$ cat src/rtl/ts_packet_monitor_pkg.sv
// Shared constants and lock-state encoding for the transport-stream packet monitor.
package ts_packet_monitor_pkg;

  localparam logic [7:0]  SYNC_BYTE       = 8'h47;
  localparam logic [12:0] NULL_PID        = 13'h1FFF;
  localparam int          PKT_LEN_DEFAULT = 188;

  typedef enum logic [1:0] {
    HUNT   = 2'd0,
    VERIFY = 2'd1,
    LOCKED = 2'd2
  } lock_state_e;

endpackage

$ cat src/rtl/ts_packet_monitor_if.sv
// Byte-stream input bundle: one byte accepted per clock while ts_valid is high, no backpressure.
interface ts_packet_monitor_if;

  logic [7:0] ts_data;
  logic       ts_valid;

  modport master (output ts_data, output ts_valid);
  modport slave  (input  ts_data, input  ts_valid);

endinterface

$ cat src/rtl/ts_packet_monitor_sync_fsm.sv
// Sync-byte hunter: tracks packet alignment and reports byte position, lock state and missed syncs.
//   state  | meaning
//   HUNT   | scanning every accepted byte for 0x47
//   VERIFY | candidate alignment, counting correctly spaced syncs
//   LOCKED | aligned; missed syncs counted toward losing lock
module ts_sync_fsm
  import ts_packet_monitor_pkg::*;
#(
  parameter int PKT_LEN      = PKT_LEN_DEFAULT,
  parameter int LOCK_COUNT   = 3,
  parameter int UNLOCK_COUNT = 3
) (
  input  logic                       clk,
  input  logic                       rst,
  input  logic [7:0]                 ts_data,
  input  logic                       ts_valid,
  output logic [$clog2(PKT_LEN)-1:0] byte_pos,
  output logic [1:0]                 lock_state,
  output logic                       sync,
  output logic                       miss_evt
);

  localparam int            PW       = $clog2(PKT_LEN);
  localparam logic [PW-1:0] LAST_POS = PW'(PKT_LEN - 1);
  localparam logic [7:0]    LOCK_N   = 8'(LOCK_COUNT);
  localparam logic [7:0]    UNLOCK_N = 8'(UNLOCK_COUNT);

  lock_state_e   state_q, state_d;
  logic [PW-1:0] pos_q, pos_d;
  logic [7:0]    hits_q, hits_d;
  logic [7:0]    miss_q, miss_d;
  logic          sync_q, sync_d;
  logic          is_sync;

  assign is_sync = (ts_data == SYNC_BYTE);

  // pos_q holds the position of the next byte to be accepted
  always_comb begin
    state_d  = state_q;
    pos_d    = pos_q;
    hits_d   = hits_q;
    miss_d   = miss_q;
    sync_d   = 1'b0;
    miss_evt = 1'b0;
    if (ts_valid) begin
      pos_d = (pos_q == LAST_POS) ? '0 : pos_q + 1'b1;
      unique case (state_q)
        HUNT: begin
          if (is_sync) begin
            pos_d  = PW'(1);
            hits_d = 8'd1;
            if (LOCK_N <= 8'd1) begin
              state_d = LOCKED;
              sync_d  = 1'b1;
            end else begin
              state_d = VERIFY;
            end
          end else begin
            pos_d = '0;
          end
        end
        VERIFY: begin
          if (pos_q == '0) begin
            if (is_sync) begin
              hits_d = hits_q + 8'd1;
              if (hits_q + 8'd1 >= LOCK_N) begin
                state_d = LOCKED;
                sync_d  = 1'b1;
              end
            end else begin
              state_d = HUNT;
              hits_d  = 8'd0;
              pos_d   = '0;
            end
          end
        end
        LOCKED: begin
          if (pos_q == '0) begin
            if (is_sync) begin
              miss_d = 8'd0;
              sync_d = 1'b1;
            end else begin
              miss_evt = 1'b1;
              miss_d   = miss_q + 8'd1;
              if (miss_q + 8'd1 >= UNLOCK_N) begin
                state_d = HUNT;
                miss_d  = 8'd0;
                hits_d  = 8'd0;
                pos_d   = '0;
              end
            end
          end
        end
        default: begin
          state_d = HUNT;
          pos_d   = '0;
        end
      endcase
    end
  end

  always_ff @(posedge clk or posedge rst) begin
    if (rst) begin
      state_q <= HUNT;
      pos_q   <= '0;
      hits_q  <= 8'd0;
      miss_q  <= 8'd0;
      sync_q  <= 1'b0;
    end else begin
      state_q <= state_d;
      pos_q   <= pos_d;
      hits_q  <= hits_d;
      miss_q  <= miss_d;
      sync_q  <= sync_d;
    end
  end

  assign byte_pos   = pos_q;
  assign lock_state = state_q;
  assign sync       = sync_q;

endmodule

$ cat src/rtl/ts_packet_monitor.sv
// Transport-stream monitor: sync lock via ts_sync_fsm, plus header capture, TEI/CC checks and error counting.
module ts_packet_monitor
  import ts_packet_monitor_pkg::*;
#(
  parameter int PKT_LEN      = PKT_LEN_DEFAULT,
  parameter int LOCK_COUNT   = 3,
  parameter int UNLOCK_COUNT = 3
) (
  input  logic                clk,
  input  logic                rst,
  ts_packet_monitor_if.slave  ts_if,
  input  logic [12:0]         mon_pid,
  input  logic                clear_count,
  output logic                sync,
  output logic                valid,
  output logic [7:0]          err_count,
  output logic [1:0]          lock_state
);

  localparam int            PW     = $clog2(PKT_LEN);
  localparam logic [PW-1:0] POS_B1 = PW'(1);
  localparam logic [PW-1:0] POS_B2 = PW'(2);
  localparam logic [PW-1:0] POS_B3 = PW'(3);

  logic [PW-1:0] byte_pos;
  logic [1:0]    lock_st;
  logic          miss_evt;

  ts_sync_fsm #(
    .PKT_LEN      (PKT_LEN),
    .LOCK_COUNT   (LOCK_COUNT),
    .UNLOCK_COUNT (UNLOCK_COUNT)
  ) u_sync_fsm (
    .clk        (clk),
    .rst        (rst),
    .ts_data    (ts_if.ts_data),
    .ts_valid   (ts_if.ts_valid),
    .byte_pos   (byte_pos),
    .lock_state (lock_st),
    .sync       (sync),
    .miss_evt   (miss_evt)
  );

  logic [4:0]  pid_hi_q, pid_hi_d;
  logic [7:0]  pid_lo_q, pid_lo_d;
  logic [3:0]  last_cc_q, last_cc_d;
  logic        cc_valid_q, cc_valid_d;
  logic        dup_q, dup_d;
  logic [12:0] mon_pid_q;
  logic [7:0]  err_q, err_d;
  logic        locked, hdr_byte, pid_match, tei_evt, cc_err, inc;
  logic [3:0]  cc_rx;

  assign locked    = (lock_st == LOCKED);
  assign hdr_byte  = ts_if.ts_valid && locked;
  assign cc_rx     = ts_if.ts_data[3:0];
  assign pid_match = ({pid_hi_q, pid_lo_q} == mon_pid) && (mon_pid != NULL_PID);

  always_comb begin
    pid_hi_d   = pid_hi_q;
    pid_lo_d   = pid_lo_q;
    last_cc_d  = last_cc_q;
    cc_valid_d = cc_valid_q;
    dup_d      = dup_q;
    tei_evt    = 1'b0;
    cc_err     = 1'b0;
    if (hdr_byte && byte_pos == POS_B1) begin
      tei_evt  = ts_if.ts_data[7];
      pid_hi_d = ts_if.ts_data[4:0];
    end
    if (hdr_byte && byte_pos == POS_B2) pid_lo_d = ts_if.ts_data;
    // AFC bit 4 alone says whether a payload is present, so it selects the CC rule
    if (hdr_byte && byte_pos == POS_B3 && pid_match) begin
      dup_d = 1'b0;
      if (cc_valid_q) begin
        if (ts_if.ts_data[4]) begin
          if (cc_rx == last_cc_q + 4'd1) begin
            dup_d = 1'b0;
          end else if (cc_rx == last_cc_q) begin
            cc_err = dup_q;
            dup_d  = 1'b1;
          end else begin
            cc_err = 1'b1;
          end
        end else begin
          cc_err = (cc_rx != last_cc_q);
        end
      end
      last_cc_d  = cc_rx;
      cc_valid_d = 1'b1;
    end
    if (!locked || mon_pid != mon_pid_q || clear_count) begin
      cc_valid_d = 1'b0;
      dup_d      = 1'b0;
    end
  end

  // TEI, CC and miss events sit on different byte positions, so at most one fires per cycle
  assign inc = miss_evt | tei_evt | cc_err;

  always_comb begin
    err_d = err_q;
    if (clear_count)                err_d = {7'd0, inc};
    else if (inc && err_q != 8'hFF) err_d = err_q + 8'd1;
  end

  always_ff @(posedge clk or posedge rst) begin
    if (rst) begin
      pid_hi_q   <= '0;
      pid_lo_q   <= '0;
      last_cc_q  <= '0;
      cc_valid_q <= 1'b0;
      dup_q      <= 1'b0;
      mon_pid_q  <= NULL_PID;
      err_q      <= '0;
    end else begin
      pid_hi_q   <= pid_hi_d;
      pid_lo_q   <= pid_lo_d;
      last_cc_q  <= last_cc_d;
      cc_valid_q <= cc_valid_d;
      dup_q      <= dup_d;
      mon_pid_q  <= mon_pid;
      err_q      <= err_d;
    end
  end

  assign valid      = locked;
  assign err_count  = err_q;
  assign lock_state = lock_st;

endmodule

$ cat src/flat_wrapper.sv
// flat-port wrapper written by rule: the top's interface ports become plain ports
module ts_packet_monitor_flat import ts_packet_monitor_pkg::*;
#(
  parameter int PKT_LEN      = PKT_LEN_DEFAULT,
  parameter int LOCK_COUNT   = 3,
  parameter int UNLOCK_COUNT = 3
)
  (clk, rst, mon_pid, clear_count, sync, valid, err_count, lock_state, ts_if_ts_data, ts_if_ts_valid);
  ts_packet_monitor_if ts_if_i ();
  input  logic clk;
  input  logic rst;
  input  logic [12:0] mon_pid;
  input  logic clear_count;
  output logic sync;
  output logic valid;
  output logic [7:0] err_count;
  output logic [1:0] lock_state;
  input wire logic [$bits(ts_if_i.ts_data)-1:0] ts_if_ts_data;
  input wire logic [$bits(ts_if_i.ts_valid)-1:0] ts_if_ts_valid;
  assign ts_if_i.ts_data = ts_if_ts_data;
  assign ts_if_i.ts_valid = ts_if_ts_valid;
  ts_packet_monitor #(.PKT_LEN(PKT_LEN), .LOCK_COUNT(LOCK_COUNT), .UNLOCK_COUNT(UNLOCK_COUNT)) u_core (.clk(clk), .rst(rst), .ts_if(ts_if_i), .mon_pid(mon_pid), .clear_count(clear_count), .sync(sync), .valid(valid), .err_count(err_count), .lock_state(lock_state));
endmodule
$ cat config.mk
export PLATFORM = sky130hd
export DESIGN_NAME = ts_packet_monitor_flat
export DESIGN_NICKNAME = d
export VERILOG_FILES = /design/src/rtl/ts_packet_monitor_pkg.sv /design/src/rtl/ts_packet_monitor_if.sv /design/src/rtl/ts_packet_monitor_sync_fsm.sv /design/src/rtl/ts_packet_monitor.sv /design/src/flat_wrapper.sv
export SDC_FILE = /design/constraint.sdc
export NUM_CORES = 1
export LEC_CHECK = 0
export ABC_CLOCK_PERIOD_IN_PS = 2950
export CORE_MARGIN = 2
export CORE_UTILIZATION = 45
export CTS_CLUSTER_SIZE = 14
export DETAILED_ROUTE_END_ITERATION = 12
export HOLD_SLACK_MARGIN = 0.05
export PLACE_DENSITY = 0.61
export SLEW_MARGIN = 25
export SYNTH_ARGS = -nofsm -noshare
export SYNTH_HDL_FRONTEND = slang
export SYNTH_SLANG_ARGS = --single-unit
$ cat constraint.sdc
create_clock -name clk -period 2.95 [get_ports clk]
set_clock_uncertainty 0.05 [all_clocks]
set_input_delay 0.4425 -clock clk [delete_from_list [all_inputs] [get_ports clk]]
set_output_delay 0.4425 -clock clk [all_outputs]
set_load 0.1 [all_outputs]
==> flow_metrics.py, run 1 <==
metrics = {
    "placement": {
        "post-dp-hpwl_um": 6120,
        "placed_cells": 512,
        "gp_congestion": 0.811,
        "port-buffer-count": 36,
    },
    "worst_setup_path": {
        "cp.arrival_ps": 2750,
        "start_kind": "flop",
        "required_ps": 3130,
        "crit_family": "simple AND/OR/NAND/NOR gates",
        "cp_cell_sequence": "nor4_1, nand3b_1, and4b_1, nand4_2, a21oi_1, mux2_1",
        "crit_buf_inv": 0,
        "end_kind": "flop",
        "crit_fanout": 8,
        "max_stage_delay_ps": 470,
        "critical_path.slowest_cell": "dfrtp_1",
        "critical_path_class": "flop to flop",
    },
    "clock_tree": {
        "cts_sinks": 67,
        "cts_buffers": 9,
        "cts-resized-gates": 0,
        "hold_buffers": 0,
        "cts_tree": "done",
        "clkTransAtPathRegs_ps": 80,
        "clkLatencyLatePin_ps": 360,
        "cts_buffer_depth": 2,
        "cts-root-buf": "clkbuf_8",
        "post_cts_buffers": 0,
        "cts_htree_levels": 3,
    },
    "synth": {
        "synth_ff_type": "dfrtp_1",
        "synth_compound_area_share_pct": 13.0,
        "synth_mux_area_share_pct": 6.51,
        "synth_area_um2": 3780,
        "synth_top_area_share_pct": 35.7,
        "synth_cells": 369,
        "synth_seq_cells": 67,
        "synth_top_family_by_area": "simple AND/OR/NAND/NOR gates",
        "synth_area_leaders": "dfrtp_1 (36%), dfstp_2 (9.0%), xor2_1 (5.6%)",
        "synth_top_area_cell": "dfrtp_1",
        "async_flop_share_pct": 100,
        "syn_avg_cell_area_um2": 10.3,
        "synth_edf_count": 0,
        "synth-simple-area-share_pct": 20.3,
        "synth_nets": 408,
        "ys_seq_area_share_pct": 44.7,
        "ys_warn_count": 0,
        "ys_types": 55,
        "synthAdderAreaFrac_pct": 4.63,
        "synthXorXnorAreaFrac_pct": 7.87,
    },
    "grt": {
        "grt_max_degree": 68,
        "grt_usage_pct": 20.4,
        "grt_pass1_vias": 2930,
        "grt.overflow.total": 0,
        "grt_pass1_wl_um": 14300,
        "antenna_found_initial": 0,
    },
    "sta": {
        "rsz0062_at_grt": "false",
        "worst_pin_slew_ps": 920,
        "max_freq_mhz": 389,
        "maxSlewViolCount": 0,
        "tns_ps": 0,
        "fin_crit_ps": 2570,
        "relSlewSlack_pct": 38.2,
        "hold_ws_ps": 410,
        "hold_viol_final": 0,
        "setup_viol": 0,
        "finalCritPeriodShare_pct": 87.0,
    },
    "pwr": {
        "swShare_pct": 32.9,
        "ir_drop_mv": 0.466,
        "seqPwrFrac_pct": 43.4,
        "p_int_mw": 1.54,
        "power.switching_mw": 0.756,
        "power.density_nw_per_um2": 508,
        "combPwrFrac_pct": 21.3,
        "p_leak_nw": 2.03,
        "clkPwrFrac_pct": 35.3,
    },
    "floorplan": {
        "rows": 33,
        "initial_core_util_pct": 46.3,
        "die_area_um2": 9160,
        "chipWidth_um": 95.7,
        "io_pins": 37,
        "core_area_um2": 8180,
        "die_h_um": 95.7,
    },
    "routing": {
        "drt_iter0_drc": 107,
        "top_layer_used": "met4",
        "drt-met1-wl_um": 4160,
        "vias": 2963,
        "ant_nets": 0,
        "route.met2.wl_um": 3960,
        "wl_um": 8610,
        "drc": 0,
        "met3_length_um": 299,
        "first_pass_iters": 4,
        "via_per_inst": 5.61,
        "wl_per_cell_um": 16.3,
    },
    "final_layout": {
        "syn_to_final_growth_pct": 19.6,
        "layout_common_cells": "dfrtp_1 (53), nand2_1 (27), xor2_1 (24), clkdlybuf4s50_1 (24), buf_4 (23)",
        "n_fill_cell": 733,
        "drive_gt1_share_pct": 18.2,
        "final_common_cell": "dfrtp_1",
        "fin_nets": 457,
        "diodes": 0,
        "final_cell_count_no_fill": 528,
    },
    "flow_run": {
        "maxCapViolations": 0,
    },
    "outcome": {
        "outcome": "finished clean",
    },
    "worst_hold_path": {
        "hold_path_class": "primary input to asynchronous set/reset pin",
    },
}
==> through the flow <==
step | area, um2 | setup slack (ps) | util [%] | power [mW]
3_5_place_dp | 4320 | 129 | 52.8 | 1.50
2_1_floorplan | 3800 | 15.0 | - | 1.34
3_3_place_gp | 4320 | 153 | 52.8 | 1.50
5_1_grt | 4530 | 211 | 55.4 | 2.42
6_report | 4530 | 382 | 55.4 | 2.30
4_1_cts | 4530 | 363 | 55.4 | 2.32
==> path summary, 6_finish.rpt <==
check	slack, ps	start	to	cells after the start
min in group clk	480	u_core.pid_lo_q[7]	u_core.pid_lo_q[7]	2
setup / recovery	380	u_core.u_sync_fsm.byte_pos[3]	u_core.err_count[5]	6
setup reg to reg	380	u_core.u_sync_fsm.byte_pos[3]	u_core.err_count[5]	6
max in group asynchronous	2120	rst	u_core.mon_pid_q[5]	3
hold / removal	410	rst	u_core.u_sync_fsm.hits_q[2]	3
hold reg to reg	480	u_core.pid_lo_q[7]	u_core.pid_lo_q[7]	2
==> routing by layer <==
layer,vias up,track usage (%)
met5,-,0
met4,0,9.05
met3,14,3.13
met2,48,32.5
met1,1447,27.7
li1,1454,-
==> kinds of logic (layout without fill, tap and decap cells) <==
group / Yosys count / in the layout
mux: 22 / 22
compound gates: 69 / 69
flops: 67 / 67
buf+inv: 28 / 82
xor+xnor: 34 / 34
simple gates: 135 / 135
fa+ha+maj: 14 / 14
==> cell type report <==
cell class	instances	area (um2)	area share (%)
inverters	18	67.6	1.49
clock buffers	11	174	3.84
multi-input cells	274	1990	43.9
well taps	105	131	2.90
flip-flops and latches	67	1690	37.4
clock inverters	5	38.8	0.857
repair buffers	48	433	9.56
==> power by group through the flow <==
stage / registers [mW] / clock network, mW / logic (mW)
floorplan: 1.06 / 0 / 0.284
global placement: 1.02 / 0 / 0.490
detailed placement: 1.02 / 0 / 0.489
CTS: 0.997 / 0.825 / 0.493
global route: 1.00 / 0.870 / 0.544
finish: 0.998 / 0.811 / 0.491
==> state kept, by name, summed over array words and instances, names as in the netlist <==
register	cells
u_core.cc_valid_q	1
u_core.dup_q	1
u_core.err_count	8
u_core.last_cc_q	4
u_core.mon_pid_q	13
u_core.pid_hi_q	5
u_core.pid_lo_q	8
u_core.u_sync_fsm.byte_pos	8
u_core.u_sync_fsm.hits_q	8
u_core.u_sync_fsm.lock_state	2
u_core.u_sync_fsm.miss_q	8
u_core.u_sync_fsm.sync	1
==> cell usage after synthesis, types with 2 or more instances <==
library cell and count:
a211oi_1 7, a21oi_1 13, a31oi_1 5, a41oi_1 2
and2_1 10, and3_1 7, and4_1 4, buf_2 2
clkbuf_1 7, dfrtp_1 54, dfstp_2 13, ha_1 14
inv_1 18, mux2_1 5, mux2_2 16, nand2_1 27
nand2b_1 3, nand3_1 21, nand3b_1 2, nand4_1 7
nand4b_1 3, nor2_1 20, nor2b_1 7, nor3_1 6
nor4_1 7, nor4_4 2, o211ai_1 2, o21ai_0 11
o41ai_1 14, or4_1 3, xnor2_1 10, xor2_1 24
==> worst min-delay path: cells and delay by family <==
kind	cells	cell delay, ps
buffers and inverters	3	780
Power figures use the tool's default switching activity.
==> run 2: changes to the inputs <==
CTS_BUF_LIST = sky130_fd_sc_hd__clkbuf_16   (was default)
==> run 2 against run 1 <==
Effect of this change: first-iteration DRC count shrank 0.93%; register-to-register slack worse by 20 ps; wire length is 1.1% higher; sequential power about the same; power increased by 13%; largest power group is now clock; count of clock-buffer cells in the layout unchanged; critical endpoint is now u_core.err_count[3]; highest routed layer unchanged; non-clock buffer count unchanged.
==> flow_metrics.py, run 2 (synthesis gave the netlist of run 1 again) <==
metrics = {
    "outcome": {
        "outcome": "finished clean",
    },
    "final_layout": {
        "final_common_cell": "dfrtp_1",
        "layout_common_cells": "dfrtp_1 (53), nand2_1 (27), xor2_1 (24), clkdlybuf4s50_1 (24), buf_4 (23)",
        "syn_to_final_growth_pct": 22.3,
        "fin_nets": 457,
        "final_cell_area_um2": 4630,
        "final_cell_count_no_fill": 528,
        "top_register": "u_core.mon_pid_q",
        "diodes": 0,
        "largest_reg_flops": 13,
        "drive_gt1_share_pct": 18.2,
    },
    "floorplan": {
        "die_h_um": 95.7,
        "io_pins": 37,
        "chipWidth_um": 95.7,
        "rows": 33,
        "initial_core_util_pct": 46.3,
        "core_area_um2": 8180,
        "die_area_um2": 9160,
    },
    "routing": {
        "wl_per_cell_um": 16.5,
        "drt_iter0_drc": 106,
        "drc": 0,
        "ant_nets": 0,
        "first_pass_iters": 4,
        "wl_um": 8700,
        "vias": 2955,
        "via_per_inst": 5.60,
    },
    "grt": {
        "gr-usage-met2_pct": 32.9,
        "grt_util_met1_pct": 27.9,
        "antenna_found_initial": 0,
        "grt.overflow.total": 0,
        "grt_pass1_wl_um": 14500,
        "grt_usage_pct": 20.6,
        "grt_max_degree": 68,
        "grt_use_met3_pct": 3.99,
        "busiest_layer": "met2",
        "grt_pass1_vias": 2949,
    },
    "worst_setup_path": {
        "required_ps": 3110,
        "start_kind": "flop",
        "critical_path_class": "flop to flop",
        "cp.arrival_ps": 2740,
        "crit_fanout": 8,
        "end_kind": "flop",
    },
    "clock_tree": {
        "hold_buffers": 0,
        "cts-root-buf": "clkbuf_16",
        "clkLatencyLatePin_ps": 330,
        "cts_tree": "done",
        "post_cts_buffers": 0,
        "cts_sinks": 67,
        "clkTransAtPathRegs_ps": 60,
        "cts_buffers": 9,
        "cts_buffer_depth": 2,
        "cts_htree_levels": 3,
        "cts-resized-gates": 0,
    },
    "sta": {
        "finalCritPeriodShare_pct": 87.7,
        "rsz0062_at_grt": "false",
        "worst_pin_slew_ps": 894,
        "hold_viol_final": 0,
        "fin_crit_ps": 2590,
        "maxSlewViolCount": 0,
        "max_freq_mhz": 387,
        "setup_ws_ps": 364,
        "tns_ps": 0,
        "setup_viol": 0,
        "relSlewSlack_pct": 39.9,
    },
    "pwr": {
        "power.density_nw_per_um2": 561,
        "p_leak_nw": 2.07,
        "ir_drop_mv": 0.489,
        "power_mw": 2.60,
    },
    "placement": {
        "gp_congestion": 0.811,
        "placed_cells": 512,
        "post-dp-hpwl_um": 6120,
        "post_dp_cell_area_um2": 4320,
        "port-buffer-count": 36,
        "pre_cts_slack_ps": 129,
    },
    "worst_hold_path": {
        "hold_path_class": "primary input to asynchronous set/reset pin",
    },
    "flow_run": {
        "maxCapViolations": 0,
    },
}
-- run 2: cell counts in the layout (fill, tap and decap cells not counted) --
No cell type changed its count.
-- run 2: through the flow --
| stage | utilization [%] | hold WS [ps] |
|---|---|---|
| global route | 56.6 | 483 |
| CTS | 56.6 | 464 |
| detailed placement | 52.8 | 452 |
| floorplan | - | 397 |
| finish | 56.6 | 445 |
| global placement | 52.8 | 444 |
-- run 2: final timing paths --
check,from,to,slack [ps],cells after the start
max,u_core.u_sync_fsm.byte_pos[3],u_core.err_count[3],360,6
min,rst,u_core.u_sync_fsm.hits_q[2],440,3
max reg2reg,u_core.u_sync_fsm.byte_pos[3],u_core.err_count[3],360,6
min reg2reg,u_core.pid_lo_q[7],u_core.pid_lo_q[7],470,2
max in group asynchronous,rst,u_core.mon_pid_q[8],2080,3
min in group clk,u_core.pid_lo_q[7],u_core.pid_lo_q[7],470,2
-- run 2: report_power, final --
part	leakage (nW)	internal [mW]	total, mW	switching [mW]
Sequential	0.885	0.960	1.00	0.0394
Combinational	1.03	0.171	0.493	0.322
Clock	0.157	0.678	1.11	0.428
Total	2.07	1.81	2.60	0.790
-- run 2: worst max-delay path: stages, from the launching register on --
cell	delay, ps
dfrtp_1	470
nor4_1	460
nand3b_1	240
and4b_1	440
nand4_2	240
a21oi_1	220
mux2_1	350
-- run 2: cell type report --
class | count | area [um2]
Fill cell | 726 | 3550
Multi-Input combinational cell | 274 | 1990
Sequential cell | 67 | 1690
Timing Repair Buffer | 48 | 433
Clock buffer | 11 | 275
Tap cell | 105 | 131
Inverter | 18 | 67.6
Clock inverter | 5 | 38.8
-- run 2: metal layers --
layer	routed length, um	vias to the layer above
met2	3990	42
met1	4240	1445
met5	0	-
li1	-	1456
met4	147	0
met3	324	12
==> run 3: changes to the inputs <==
--- a/config.mk
+++ b/config.mk
@@ -7,5 +7,4 @@
 export LEC_CHECK = 0
 export ABC_CLOCK_PERIOD_IN_PS = 2950
-export CORE_MARGIN = 2
 export CORE_UTILIZATION = 45
 export CTS_BUF_LIST = sky130_fd_sc_hd__clkbuf_16
--- a/constraint.sdc
+++ b/constraint.sdc
@@ -3,3 +3,3 @@
 set_input_delay 0.4425 -clock clk [delete_from_list [all_inputs] [get_ports clk]]
 set_output_delay 0.4425 -clock clk [all_outputs]
-set_load 0.1 [all_outputs]
+set_load 0.005 [all_outputs]
==> run 3 against run 2 <==
Effect of this change: cell count up 0.19%; critical endpoint is now u_core.err_count[6]; die area down 4.1%; via count up 0.95%; critical path depth up 1; global-route usage up 0.75 points; sequential power about the same; non-clock buffer count up 1.
==> flow_metrics.py, run 3 (synthesis gave the netlist of run 1 again) <==
metrics = {
    "outcome": {
        "outcome": "finished clean",
    },
    "final_layout": {
        "final_cell_count_no_fill": 529,
        "layout_common_cells": "dfrtp_1 (54), clkdlybuf4s50_1 (36), nand2_1 (27), xor2_1 (24), nand3_1 (21)",
        "top_register": "u_core.mon_pid_q",
        "n_fill_cell": 727,
        "syn_to_final_growth_pct": 23.7,
        "seqCellArea_um2": 1690,
        "multi_input_area_um2": 1980,
        "fin_nets": 458,
        "final_cell_area_um2": 4680,
        "final_core_util_pct": 57.3,
        "diodes": 0,
        "drive_gt1_share_pct": 14.9,
        "final_common_cell": "dfrtp_1",
        "largest_reg_flops": 13,
    },
    "worst_setup_path": {
        "crit_path_end": "u_core.err_count[6]",
        "crit_fanout": 5,
        "path_depth": 7,
        "r2r_slack_ps": 450,
        "critical_path_class": "primary input to flop",
        "cp_cell_sequence": "clkdlybuf4s50_1, xnor2_1, nor4bb_1, a21oi_1, and4_1, o2111a_1, a211oi_1",
        "r2r-end": "u_core.err_count[3]",
        "critical_path.slowest_cell": "nor4bb_1",
        "worstReg2RegStart": "u_core.u_sync_fsm.byte_pos[3]",
        "max_stage_delay_ps": 590,
        "start_kind": "primary input",
        "critPathLaunch": "ts_if_ts_data[0]",
        "ff2ff_path_depth": 6,
        "required_ps": 3120,
        "end_kind": "flop",
        "cp.arrival_ps": 2700,
        "crit_family": "simple AND/OR/NAND/NOR gates",
        "crit_buf_inv": 1,
    },
    "clock_tree": {
        "hold_buffers": 0,
        "cts_tree": "done",
        "clkTransAtPathRegs_ps": 60,
        "cts_sinks": 67,
        "cts_buffer_depth": 2,
        "post_cts_buffers": 0,
        "clkLatencyLatePin_ps": 330,
        "cts_buffers": 9,
        "cts-root-buf": "clkbuf_16",
        "cts-resized-gates": 0,
        "cts_htree_levels": 3,
    },
    "pwr": {
        "power_mw": 2.67,
        "combPwrFrac_pct": 16.8,
        "clkPwrFrac_pct": 45.7,
        "swShare_pct": 26.4,
        "seqPwrFrac_pct": 37.5,
        "p_leak_nw": 2.07,
        "power.switching_mw": 0.704,
        "ir_drop_mv": 0.406,
        "p_int_mw": 1.96,
        "power.density_nw_per_um2": 570,
    },
    "sta": {
        "fin_crit_ps": 2530,
        "worst_pin_slew_ps": 600,
        "relSlewSlack_pct": 59.5,
        "finalCritPeriodShare_pct": 85.8,
        "hold_viol_final": 0,
        "rsz0062_at_grt": "false",
        "maxSlewViolCount": 0,
        "max_freq_mhz": 395,
        "setup_viol": 0,
        "tns_ps": 0,
    },
    "placement": {
        "post_dp_cell_area_um2": 4340,
        "gp_congestion": 0.805,
        "post-dp-hpwl_um": 6160,
        "placed_cells": 513,
        "port-buffer-count": 36,
    },
    "grt": {
        "antenna_found_initial": 0,
        "grt_usage_pct": 21.4,
        "grt_pass1_vias": 2874,
        "grt_max_degree": 68,
        "grt_pass1_wl_um": 14300,
        "grt.overflow.total": 0,
    },
    "routing": {
        "vias": 2983,
        "wl_per_cell_um": 16.2,
        "wl_um": 8590,
        "via_per_inst": 5.64,
        "first_pass_iters": 4,
        "ant_nets": 0,
        "drc": 0,
        "drt_iter0_drc": 157,
    },
    "worst_hold_path": {
        "hold_path_class": "primary input to asynchronous set/reset pin",
    },
    "floorplan": {
        "die_h_um": 93.7,
        "core_area_um2": 8180,
        "io_pins": 37,
        "rows": 33,
        "die_area_um2": 8780,
        "chipWidth_um": 93.7,
        "initial_core_util_pct": 46.3,
    },
    "flow_run": {
        "maxCapViolations": 0,
    },
}
-- run 3: final cells by class --
class | instances | share of cell area [%]
tap | 105 | 2.81
sequential | 67 | 36.2
multi-input combinational | 274 | 42.2
clock inverter | 7 | 2.49
inverter | 18 | 1.44
timing repair buffer | 49 | 10.1
clock buffer | 9 | 4.81
-- run 3: worst min-delay path by stage --
stage	slack (ps)	startpoint	endpoint
2_1_floorplan	400	mon_pid[0]	u_core.mon_pid_q[0]
3_3_place_gp	440	u_core.u_sync_fsm.miss_q[2]	u_core.u_sync_fsm.miss_q[2]
3_5_place_dp	450	u_core.u_sync_fsm.miss_q[7]	u_core.u_sync_fsm.miss_q[7]
4_1_cts	460	u_core.u_sync_fsm.miss_q[7]	u_core.u_sync_fsm.miss_q[7]
5_1_grt	480	u_core.u_sync_fsm.miss_q[7]	u_core.u_sync_fsm.miss_q[7]
6_report	450	rst	u_core.u_sync_fsm.miss_q[6]
-- run 3: stage by stage --
step | hold slack (ps) | setup WS [ps]
2_1_floorplan | 397 | 681
3_3_place_gp | 444 | 162
3_5_place_dp | 451 | 110
4_1_cts | 464 | 431
5_1_grt | 485 | 219
6_report | 454 | 419
-- run 3: power groups by stage --
stage	clock [mW]	sequential [mW]	combinational [mW]
after floorplan	0	1.01	0.280
after global routing	1.30	1.01	0.498
after detailed placement	0	1.01	0.450
after global placement	0	1.01	0.444
final	1.22	1.00	0.449
after CTS	1.25	0.999	0.454
-- run 3: layer usage --
layer	track usage, %	part of all wire [%]	wire length (um)
met5	0	0	0
met4	8.97	0.86	74
met3	3.40	3.8	326
met2	33.9	47	4070
met1	29.0	48	4120
-- run 3: worst reg2reg max path, cell delays in order, from the launching register on --
cell and delay [ps]:
dfrtp_1 460, nor4_1 470, nand3b_1 210, and4b_1 390
nand4_2 230, a21oi_1 230, mux2_1 340
